### config.mk
export PLATFORM = sky130hd
export DESIGN_NAME = deserializer
export DESIGN_NICKNAME = d
export VERILOG_FILES = /design/src/rtl/deserializer.sv
export SDC_FILE = /design/constraint.sdc
export NUM_CORES = 1
export LEC_CHECK = 0
export BUFFER_PORTS_ARGS = -buffer_cell sky130_fd_sc_hd__buf_4
export CAP_MARGIN = 20
export CELL_PAD_IN_SITES_DETAIL_PLACEMENT = 1
export CELL_PAD_IN_SITES_GLOBAL_PLACEMENT = 2
export CORE_MARGIN = 4
export CORE_UTILIZATION = 33
export CTS_CLUSTER_DIAMETER = 80
export DETAILED_ROUTE_END_ITERATION = 8
export MAX_ROUTING_LAYER = met4
export PLACE_DENSITY_LB_ADDON = 0.2
export SETUP_SLACK_MARGIN = 0.2
export SLEW_MARGIN = 20
export SYNTH_ARGS = -nofsm -noshare
export SYNTH_HDL_FRONTEND = slang
export SYNTH_SLANG_ARGS = --single-unit
### constraint.sdc
create_clock -name clock_100KHZ -period 1.45 [get_ports clock_100KHZ]
set_clock_uncertainty 0.05 [all_clocks]
set_input_delay 0.0725 -clock clock_100KHZ [delete_from_list [all_inputs] [get_ports clock_100KHZ]]
set_output_delay 0.0725 -clock clock_100KHZ [all_outputs]
set_load 0.05 [all_outputs]
### src/rtl/deserializer.sv
// deserializer: serial-to-parallel front end for the byte queue.
// Bits arrive MSB first. Each assembled byte is handed downstream with a
// level-based data_ready/ack_in handshake.
// Ports: clock_100KHZ, reset (sync, active-low), data_in, write_in, ack_in
//        -> data_out[7:0], data_ready, status_out (1 = accepting bits).
// Macro DESERIALIZER_PARITY_EN: a 9th even-parity bit is collected per
// byte. A mismatch drops the byte and pulses parity_error_out.
module deserializer (
   input  logic       clock_100KHZ,
   input  logic       reset,
   input  logic       data_in,
   input  logic       write_in,
   input  logic       ack_in,
   output logic [7:0] data_out,
   output logic       data_ready,
   output logic       status_out
`ifdef DESERIALIZER_PARITY_EN
   ,
   output logic       parity_error_out
`endif
);

   localparam logic [1:0] RECEIVE = 2'd0;
   localparam logic [1:0] SEND    = 2'd1;
   localparam logic [1:0] RELEASE = 2'd2;

`ifdef DESERIALIZER_PARITY_EN
   localparam int CW = 4;
   localparam logic [CW-1:0] LAST = 4'd8;
`else
   localparam int CW = 3;
   localparam logic [CW-1:0] LAST = 3'd7;
`endif
   localparam logic [CW-1:0] ONE = 1;

   logic [1:0]    state;
   logic [7:0]    shift;
   logic [CW-1:0] bit_cnt;

   always_ff @(posedge clock_100KHZ) begin
      if (!reset) begin
         state      <= RECEIVE;
         shift      <= 8'h00;
         bit_cnt    <= '0;
         data_out   <= 8'h00;
         data_ready <= 1'b0;
         status_out <= 1'b1;
`ifdef DESERIALIZER_PARITY_EN
         parity_error_out <= 1'b0;
`endif
      end else begin
`ifdef DESERIALIZER_PARITY_EN
         parity_error_out <= 1'b0;
`endif
         case (state)
            RECEIVE: begin
               if (write_in) begin
                  if (bit_cnt == LAST) begin
                     bit_cnt <= '0;
`ifdef DESERIALIZER_PARITY_EN
                     // Final bit is the even-parity bit; shift holds data.
                     if ((^shift) == data_in) begin
                        data_out   <= shift;
                        data_ready <= 1'b1;
                        status_out <= 1'b0;
                        state      <= SEND;
                     end else begin
                        parity_error_out <= 1'b1;
                     end
`else
                     shift      <= {shift[6:0], data_in};
                     data_out   <= {shift[6:0], data_in};
                     data_ready <= 1'b1;
                     status_out <= 1'b0;
                     state      <= SEND;
`endif
                  end else begin
                     shift   <= {shift[6:0], data_in};
                     bit_cnt <= bit_cnt + ONE;
                  end
               end
            end
            SEND: begin
               if (ack_in) begin
                  data_ready <= 1'b0;
                  state      <= RELEASE;
               end
            end
            RELEASE: begin
               // Wait for downstream to drop ack before taking new bits.
               if (!ack_in) begin
                  status_out <= 1'b1;
                  state      <= RECEIVE;
               end
            end
            default: begin
               state <= RECEIVE;
            end
         endcase
      end
   end

endmodule

==> results.md, run 1 <==
* CP max stage delay at around 0.36 ns
* Largest family of logic cells by synthesized area: multiplexers
* IO Port Bufs at 14
* Final Util at 43.8%
* Routed vias at 609
* Simple-Gate Fraction of Synth Area at 18.6%
* Initial core utilization at 35.0%
* GRT Total Usage at 11.4%
* Yosys warnings at 0
* Final hold slack at 0.0665 ns
* Switching share of total power at 22.7%
* DP Cell Count at 123
* CTS buffer count at 3
* Xor and xnor area share after synthesis at 1.00%
* Cells after Synth at 81
* Worst rel slew slack at 83.3%
* Crit-path cells: ha_4 -> ha_4 -> or3b_1 -> mux2i_1
* Die Height at 59.5 um
* Global route overflow at 0
* Clk slew on worst S/H paths at 0.12 ns
* 1st-iter DRT viols at 5
* Synth Area in Compound Gates at 2.29%
* Hpwl dp at between 1000 and 1500 um
* TNS Setup at 0 ns
* Synth top area cells: dfxtp_1 (50%), mux2i_1 (21%), nand2_1 (9.4%), nand4bb_4 (3.1%), ha_1 (2.9%)
* Finished Layout Cells at around 130
* Site Rows at 18
* Vias per cell at 4.72
* Final Wtd Congestion at 0.773
* Hold Crit Class: primary input to flop
* Routed Antenna Nets at 0
* Drt wl/cell at 12.4 um
* Final setup violation count at 0
* Post-Syn Area at 875 um2
* Layout area overhead at 25.2%
* Pre-CTS WS at between 0.1 and 0.15 ns
* Crit Path Class: flop to flop
* Int Power at 746 uW
* Post-Synth Adder-Cell Area at 2.86%
* Area fraction of the dominant cell type after synthesis at 50.4%
* Final worst slack at 0.159 ns
* Critical path launch point type: flop
* Leakage Power at 0.000513 uW
* H-tree Lvls at 1
* Share of power burned in registers at 64.4%
* DRC Markers at 0
* CP max stage cell: dfxtp_2
* Power Density at 881 nW/um2
* Total Wirelength at approximately 1600 um
* Cell taking the most area after synthesis: dfxtp_1
* Commonest non-fill, non-tap cell in the layout: nand2_1
* Peak supply drop at between 0.6 and 0.7 mV
* Synth Net Count at 88
* First-pass detailed-route iteration total at 3
* Avg Inst Size Synth at 10.8 um2
* Initial antenna violation count at 0
* CTS tree: done
* Die area at between 3000 and 4000 um2
* Most used cell, CP: ha_4
* Core area at between 2000 and 2500 um2
* DIE WIDTH at 59.5 um
* Pin count of the biggest net entering global routing at 26
* Least-Margin Pin Slew at 0.250 ns
* Req. time, crit path at 1.64 ns
* Switching power of the nets at roughly 220 uW
* Crit path DAT at 1.48 ns
* Sequential share of the synthesized area at 50.4%
* Worst-Skew Late Latency at 0.30 ns
* RSZ-0062 raised after global routing: true
* Number of clock sinks at 22
* Max cap viols at 0
* Gate power share at under 10%
* CP max FO at 2
* Nets at 108
* Post-layout min period at 1.29 ns
* Clock Tree Root: clkbuf_4
* Vias in the first global route at 649
* CTS Buffer Depth at 2
* Fmax at between 700 and 800 MHz
* Number of library cell types mapped by synthesis at 18
* Slew Limit Fails at 0
* Final hold violation count at 0
* Clock share of power at 28.6%
* Outcome: complete, no violations
* Crit path max-delay family: flip-flops
* Crit share post-route at 89.0%
* Mux cell area share after synthesis at between 20% and 30%
* Buf+Inv Stages, Crit Path at 0
* Global-route wire length before repair at 2890 um
* Most frequent cells in the layout: nand2_1 (22), dfxtp_1 (20), mux2i_1 (18)
* Ant diodes at 0
* I/O Pins at 15
* Crit end category: flop
* Layout cells sized above 1 at 27.3%
* FF+latch count, synth at 22
-- final cells by class --
cell class,instances,area [um2]
clock buffer,3,22.5
tap,30,37.5
timing repair buffer,20,166
multi-input combinational,53,422
fill,293,1410
sequential,22,443
inverter,1,3.75
-- state kept, by name (all words and copies together) (netlist names) --
register / count
data_out: 8
bit_cnt: 3
state: 2
data_ready: 1
status_out: 1
shift: 7
-- stage by stage --
step	power (uW)	cell area, um2
final	965	1090
after detailed placement	688	1010
after CTS	983	1080
after floorplan	669	877
after global placement	686	1010
after global routing	1010	1090
-- final timing paths --
| path | start | end | slack (ns) | depth (start not counted) |
|---|---|---|---|---|
| worst max-delay path | bit_cnt[1] | bit_cnt[0] | 0.16 | 4 |
| worst min register to register | data_ready | data_ready | 0.42 | 2 |
| worst min-delay path | write_in | data_ready | 0.07 | 3 |
| worst max register to register | bit_cnt[1] | bit_cnt[0] | 0.16 | 4 |
-- power by group through the flow --
stage	logic (uW)	registers [uW]	clock network [uW]
after floorplan	38.8	630	0
after global placement	54.8	631	0
after global routing	75.7	623	313
after CTS	68.0	621	294
after detailed placement	56.2	632	0
final	67.7	621	276
-- synthesized netlist by cell type --
cell / count
nor3b_2: 1
nor3b_1: 1
mux2i_1: 18
nand2_1: 22
o22ai_1: 1
buf_4: 1
nand4bb_4: 1
inv_1: 1
a211o_1: 1
dfxtp_1: 22
buf_2: 3
xor2_1: 1
and3_1: 1
or3b_1: 2
buf_6: 1
a21oi_1: 1
and3b_1: 1
ha_1: 2
-- layer usage --
layer	vias to the layer above	global-route usage [%]	routed length (um)
met5	-	-	0
met4	0	4.85	17
met3	2	3.92	65
met2	10	17.9	747
met1	286	13.1	774
li1	311	-	-
-- cells by family after synthesis --
group / count (synthesis)
simple gates: 29
flops: 22
mux: 18
buf+inv: 6
compound gates: 3
fa+ha+maj: 2
xor+xnor: 1
-- tightest hold or removal path: stages --
cell and delay (ns):
buf_4 0.12, nand4bb_4 0.11, o22ai_1 0.07
-- what timing repair did --
action                                  4_1_cts  5_1_grt
gates resized for setup                       5        3
hold buffers                                  2        0
endpoints found under the hold margin         4        0
setup buffers                                 1        0
endpoints found under the setup margin       11       13
pin swaps                                     1        4
Power figures use the tool's default switching activity.
==> run 2, diff against run 1 <==
--- a/config.mk
+++ b/config.mk
@@ -10,7 +10,7 @@
 export CELL_PAD_IN_SITES_DETAIL_PLACEMENT = 1
 export CELL_PAD_IN_SITES_GLOBAL_PLACEMENT = 2
 export CORE_MARGIN = 4
-export CORE_UTILIZATION = 33
+export CORE_UTILIZATION = 30
 export CTS_CLUSTER_DIAMETER = 80
 export DETAILED_ROUTE_END_ITERATION = 8
 export MAX_ROUTING_LAYER = met4
==> constraint.sdc (replaced) <==
create_clock -name clock_100KHZ -period 1.1 [get_ports clock_100KHZ]
set_clock_uncertainty 0.05 [all_clocks]
set_input_delay 0.055 -clock clock_100KHZ [delete_from_list [all_inputs] [get_ports clock_100KHZ]]
set_output_delay 0.055 -clock clock_100KHZ [all_outputs]
set_load 0.05 [all_outputs]
==> run 2 against run 1 <==
The run now ends with setup timing left. Core utilization is 5.1 points higher. Global-route usage is 1.4 points higher. Wire length is 31% higher. Die area is 8.6% higher. Sequential share of layout area is 6.4 points lower. Critical path depth stayed put. Clock power is 130% higher. Power is 62% higher. Fmax is 1.8% higher. Critical path type unchanged. Worst hold slack worse by 0.046 ns. Highest routed layer unchanged.
==> results.md, run 2 (synthesis results as in run 1) <==
* Nets at roughly 120
* Critical path launch point type: flop
* GRT Total Usage at between 10% and 20%
* Layout cells sized above 1 at 48.2%
* Site Rows at 19
* Fmax at 789 MHz
* Final Wtd Congestion at 0.725
* Max reg flops at 8
* R2r worst-path depth at 4
* DRC Markers at 0
* Slew Limit Fails at 0
* Area post-placement at 1070 um2
* Routed vias at 674
* Max cap viols at 0
* Initial antenna violation count at 0
* Pin count of the biggest net entering global routing at 17
* Routed Antenna Nets at 0
* Initial core utilization at 31.4%
* Crit-path cells: ha_4 -> ha_4 -> or3b_1 -> mux2i_1
* Crit path max-delay family: flip-flops
* Crit Path Class: flop to flop
* Failing checks: setup timing
* Crit end category: flop
* Clk slew on worst S/H paths at ~0.13 ns
* Clock Tree Root: clkbuf_4
* CTS tree: done
* IO Port Bufs at 14
* I/O Pins at 15
* Global-route wire length before repair at 3410 um
* Min-Delay Path Depth at 3
* Die area at 3840 um2
* CTS buffer count at 3
* Commonest non-fill, non-tap cell in the layout: nand2_1
* CP max FO at 3
* R2r endpoint: bit_cnt[0]
* CP max stage cell: dfxtp_2
* Buf+Inv Stages, Crit Path at 0
* Ant diodes at 0
* Peak supply drop at 0.835 mV
* Hold Crit Class: primary input to flop
* RSZ-0062 raised after global routing: true
* Reg2Reg Setup Slack at -0.17 ns
* Final setup violation count at 21
* Crit share post-route at 115%
* Number of clock sinks at 22
* Most frequent cells in the layout: nand2_1 (22), mux2i_1 (17), dfxtp_2 (12)
* Die Height at 62.0 um
* DIE WIDTH at ~62 um
* Leakage Power at 0.000618 uW
* Worst rel slew slack at 87.7%
* Drt wl/cell at roughly 15 um
* Core area at about 2800 um2
* Crit path DAT at 1.46 ns
* First-pass detailed-route iteration total at 2
* CP max stage delay at 0.36 ns
* Global route overflow at 0
* Least-Margin Pin Slew at 0.184 ns
* Final worst slack at -0.168 ns
* CTS Buffer Depth at 2
* Outcome: finished, violations left
* Register with the most flip-flops: data_out
* Largest registers: data_out x8, shift x7, bit_cnt x3
* 1st-iter DRT viols at 5
* Req. time, crit path at 1.29 ns
* Vias per cell at ~4.8
* Vias in the first global route at 722
* H-tree Lvls at 1
* Layout area overhead at 55.5%
* HP Start: reset
* Hold Path Sink: data_out[5]
* Finished Layout Cells at 141
* Post-layout min period at around 1.3 ns
* Total Wirelength at 2110 um
* Worst-Skew Late Latency at 0.32 ns
* Reg-to-reg critical path startpoint: bit_cnt[0]
* Final hold violation count at 0
* Most used cell, CP: ha_4
* Hpwl dp at 1260 um
* Fin area at 1360 um2
* Fill cells at 301
* DP Cell Count at 126
* Power Density at 1150 nW/um2
-- run 2: how the worst max path moves through the flow --
stage / start / endpoint / slack (ns) / cells after the start
2_1_floorplan: bit_cnt[0] / bit_cnt[0] / -0.09 / 4
3_3_place_gp: bit_cnt[0] / bit_cnt[0] / -0.11 / 4
3_5_place_dp: bit_cnt[0] / bit_cnt[0] / -0.16 / 4
4_1_cts: bit_cnt[0] / bit_cnt[0] / -0.19 / 4
5_1_grt: bit_cnt[0] / data_out[2] / -0.23 / 5
6_report: bit_cnt[0] / bit_cnt[0] / -0.17 / 4
-- run 2: repair_timing --
| action | in CTS | in global routing |
|---|---|---|
| resized for setup | 41 | 2 |
| buffers inserted | 5 | 3 |
| hold endpoints to repair | 4 | 0 |
| hold buffers | 2 | 0 |
| pin swaps | 3 | 2 |
| endpoints found under the setup margin | 32 | 32 |
| gates cloned | 1 | 0 |
-- run 2: through the flow --
| stage | setup TNS [ns] | setup slack, ns | power (uW) | util (%) | hold WS, ns |
|---|---|---|---|---|---|
| final | -1.69 | -0.168 | 1560 | 48.9 | 0.0204 |
| after global placement | -0.977 | -0.111 | 922 | 38.4 | 0.263 |
| after floorplan | -0.475 | -0.0916 | 892 | - | 0.151 |
| after global routing | -2.96 | -0.226 | 1610 | 48.9 | 0.0364 |
| after CTS | -1.64 | -0.187 | 1580 | 47.8 | 0.00722 |
| after detailed placement | -1.28 | -0.160 | 924 | 38.4 | 0.286 |
-- run 2: where the power goes --
| group | leakage (uW) | total (uW) | switching (uW) | internal, uW |
|---|---|---|---|---|
| clock network | 0.0000279 | 633 | 264 | 369 |
| logic | 0.000406 | 113 | 50.1 | 63.0 |
| registers | 0.000184 | 814 | 9.26 | 805 |
| total | 0.000618 | 1560 | 324 | 1240 |
-- run 2: layout make-up --
type / instances / area (um2) / share of cell area (%)
Clock buffer: 3 / 22.5 / 1.66
Clock inverter: 1 / 30.0 / 2.21
Inverter: 1 / 3.75 / 0.276
Multi-Input combinational cell: 53 / 442 / 32.5
Sequential cell: 22 / 463 / 34.0
Tap cell: 31 / 38.8 / 2.85
Timing Repair Buffer: 30 / 360 / 26.5
-- run 2: metal layers --
layer	up-vias	routed length (um)	GRT usage [%]
li1	333	-	-
met1	330	951	15.7
met2	9	1080	21.2
met3	2	43	1.86
met4	0	28	4.55
met5	-	0	-
-- run 2: tightest hold or removal path, stage by stage --
cell	delay, ns
buf_4	0.17
nand2_1	0.08
mux2i_1	0.05
==> run 3, diff against run 2 <==
--- a/config.mk
+++ b/config.mk
@@ -10,12 +10,14 @@
 export CELL_PAD_IN_SITES_DETAIL_PLACEMENT = 1
 export CELL_PAD_IN_SITES_GLOBAL_PLACEMENT = 2
 export CORE_MARGIN = 4
-export CORE_UTILIZATION = 30
+export CORE_UTILIZATION = 32
+export CTS_BUF_LIST = sky130_fd_sc_hd__clkbuf_8
 export CTS_CLUSTER_DIAMETER = 80
 export DETAILED_ROUTE_END_ITERATION = 8
 export MAX_ROUTING_LAYER = met4
 export PLACE_DENSITY_LB_ADDON = 0.2
 export SETUP_SLACK_MARGIN = 0.2
+export SKIP_LAST_GASP = 1
 export SLEW_MARGIN = 20
 export SYNTH_ARGS = -nofsm -noshare
 export SYNTH_HDL_FRONTEND = slang
==> run 3 against run 2 <==
Clock-buffer cell count grew 1. Sequential cell count is the same. Sequential share of layout area is 1.6 points higher. Power is 3.7% lower. Worst hold slack gained 0.027 ns. Cell count fell by 4.3%. The flow still finishes with violations (setup timing). Die area is 5.5% lower. Worst setup slack gained 0.0052 ns. Design area is 5.1% lower. Core utilization increased by 1.8 points. Wire length shrank 11%. Combinational power increased by 4%.
==> results.md, run 3 (synthesis results as in run 1) <==
* Outcome: finished, violations left
* Failing checks: setup timing
* Power Total at 1500 uW
* Pin count of the biggest net entering global routing at 17
* Initial antenna violation count at 0
* Crit Path Class: flop to flop
* Hpwl dp at ~1200 um
* Number of clock sinks at 22
* Nets at 113
* Routed vias at between 600 and 700
* CP max stage cell: or3b_4
* Initial core utilization at 34.4%
* Power Density at 1160 nW/um2
* Critical path launch point type: flop
* Post-layout min period at 1.26 ns
* Worst rel slew slack at 90.2%
* Crit end category: flop
* GRT Total Usage at 13.0%
* Layout area overhead at 47.6%
* Least-Margin Pin Slew at between 0.1 and 0.15 ns
* Drt wl/cell at 13.8 um
* Ant diodes at 0
* Switching power of the nets at 309 uW
* Routed Antenna Nets at 0
* Die area at about 3600 um2
* CTS tree: done
* Finished Layout Cells at ~140
* Crit share post-route at 115%
* Die Height at 60.3 um
* Final setup violation count at 17
* Clock Tree Root: clkbuf_8
* Final Util at 50.7%
* Layout cells sized above 1 at 48.6%
* Register with the most flip-flops: data_out
* Buf+Inv Stages, Crit Path at 0
* Vias per cell at about 4.7
* Global route overflow at 0
* Highest routed layer: met4
* Int Power at 1190 uW
* Most frequent cells in the layout: nand2_1 (22), mux2i_1 (16), buf_6 (15)
* Met3 Routed Length at about 60 um
* Crit path max-delay family: simple AND/OR/NAND/NOR gates
* CTS buffer count at 3
* Site Rows at 18
* Max cap viols at 0
* DR WL met2 at 952 um
* Final worst slack at -0.162 ns
* Worst-Skew Late Latency at 0.26 ns
* Switching share of total power at between 20% and 30%
* DP Cell Count at roughly 130
* IO Port Bufs at 14
* Total Wirelength at 1870 um
* Slew Limit Fails at 0
* Commonest non-fill, non-tap cell in the layout: nand2_1
* Req. time, crit path at roughly 1.2 ns
* Pre-CTS WS at -0.129 ns
* Hold Crit Class: primary input to flop
* Fill cells at 289
* I/O Pins at 15
* Final Wtd Congestion at 0.613
* Fmax at 792 MHz
* Peak supply drop at 0.866 mV
* Largest registers: data_out x8, shift x7, bit_cnt x3
* RSZ-0062 raised after global routing: true
* CTS Buffer Depth at 2
* Vias in the first global route at 703
* Gate power share at 7.8%
* Global-route wire length before repair at 3220 um
* First-pass detailed-route iteration total at 3
* DRC Markers at 0
* Most used cell, CP: ha_4
* CP max FO at 2
* Leakage Power at 0.000581 uW
* Core area at 2540 um2
* DIE WIDTH at 60.3 um
* Final hold violation count at 0
* CP max stage delay at 0.36 ns
* Max reg flops at 8
* 1st-iter DRT viols at 12
* Post-Route M1 WL at 801 um
* Crit path DAT at 1.40 ns
* Clock share of power at 37.9%
* Share of power burned in registers at 54.3%
* Crit-path cells: ha_4 -> ha_4 -> or3b_4 -> mux2i_1
* Clk slew on worst S/H paths at ~0.08 ns
* H-tree Lvls at 1
## run 3: cell count changes in the layout (fill, tap and decap cells not counted), moves of 3 or more
cell,before,now
buf_6,4,15
buf_8,11,1
buf_4,11,6
clkbuf_8,0,4
clkbuf_4,3,0
## run 3: timing repair
action                                 CTS  global route
cloned                                   1             0
endpoints found under the hold margin    1             0
setup endpoints to repair               32            30
hold buffers                             1             0
pin swaps                                2             1
resized for setup                       22            13
setup buffers                            3             0
## run 3: stage by stage
step                instance area (um2)  hold slack [ns]  TNS (ns)
finish                             1290           0.0473     -1.48
global route                       1290           0.0446     -2.62
detailed placement                 1070            0.263     -1.16
CTS                                1260           0.0169     -1.44
floorplan                           911            0.151    -0.475
global placement                   1070            0.259    -0.960
## run 3: final timing paths
kind / startpoint / end / slack [ns] / cells after the start
max: bit_cnt[0] / bit_cnt[0] / -0.16 / 4
min: reset / bit_cnt[0] / 0.05 / 3
max reg2reg: bit_cnt[0] / bit_cnt[0] / -0.16 / 4
min reg2reg: shift[6] / data_out[7] / 0.42 / 2
## run 3: metal layers
layer	GRT usage [%]	up-vias
li1	-	321
met1	14.4	299
met2	21.0	9
met3	2.59	5
met4	8.54	0
met5	-	-
## run 3: final cells by class
class	count	area [um2]	area share, %
inverter	1	3.75	0.291
clock buffer	4	55.1	4.26
timing repair buffer	25	287	22.2
sequential	22	460	35.7
tap	30	37.5	2.91
multi-input combinational	53	448	34.7
## run 3: power groups by stage
stage / Clock (uW) / Combinational, uW / Sequential [uW]
after CTS: 611 / 113 / 816
after global placement: 0 / 87.4 / 836
final: 569 / 117 / 815
after detailed placement: 0 / 90.9 / 837
after global routing: 650 / 130 / 817
after floorplan: 0 / 55.8 / 836
## run 3: worst register-to-register path, delay by kind of cell (launching register included)
kind                     cells  cell delay (ns)
multiplexers                 1             0.12
adder cells (fa/ha/maj)      2             0.32
AND/OR/NAND/NOR              1             0.36
flip-flops                   1             0.34
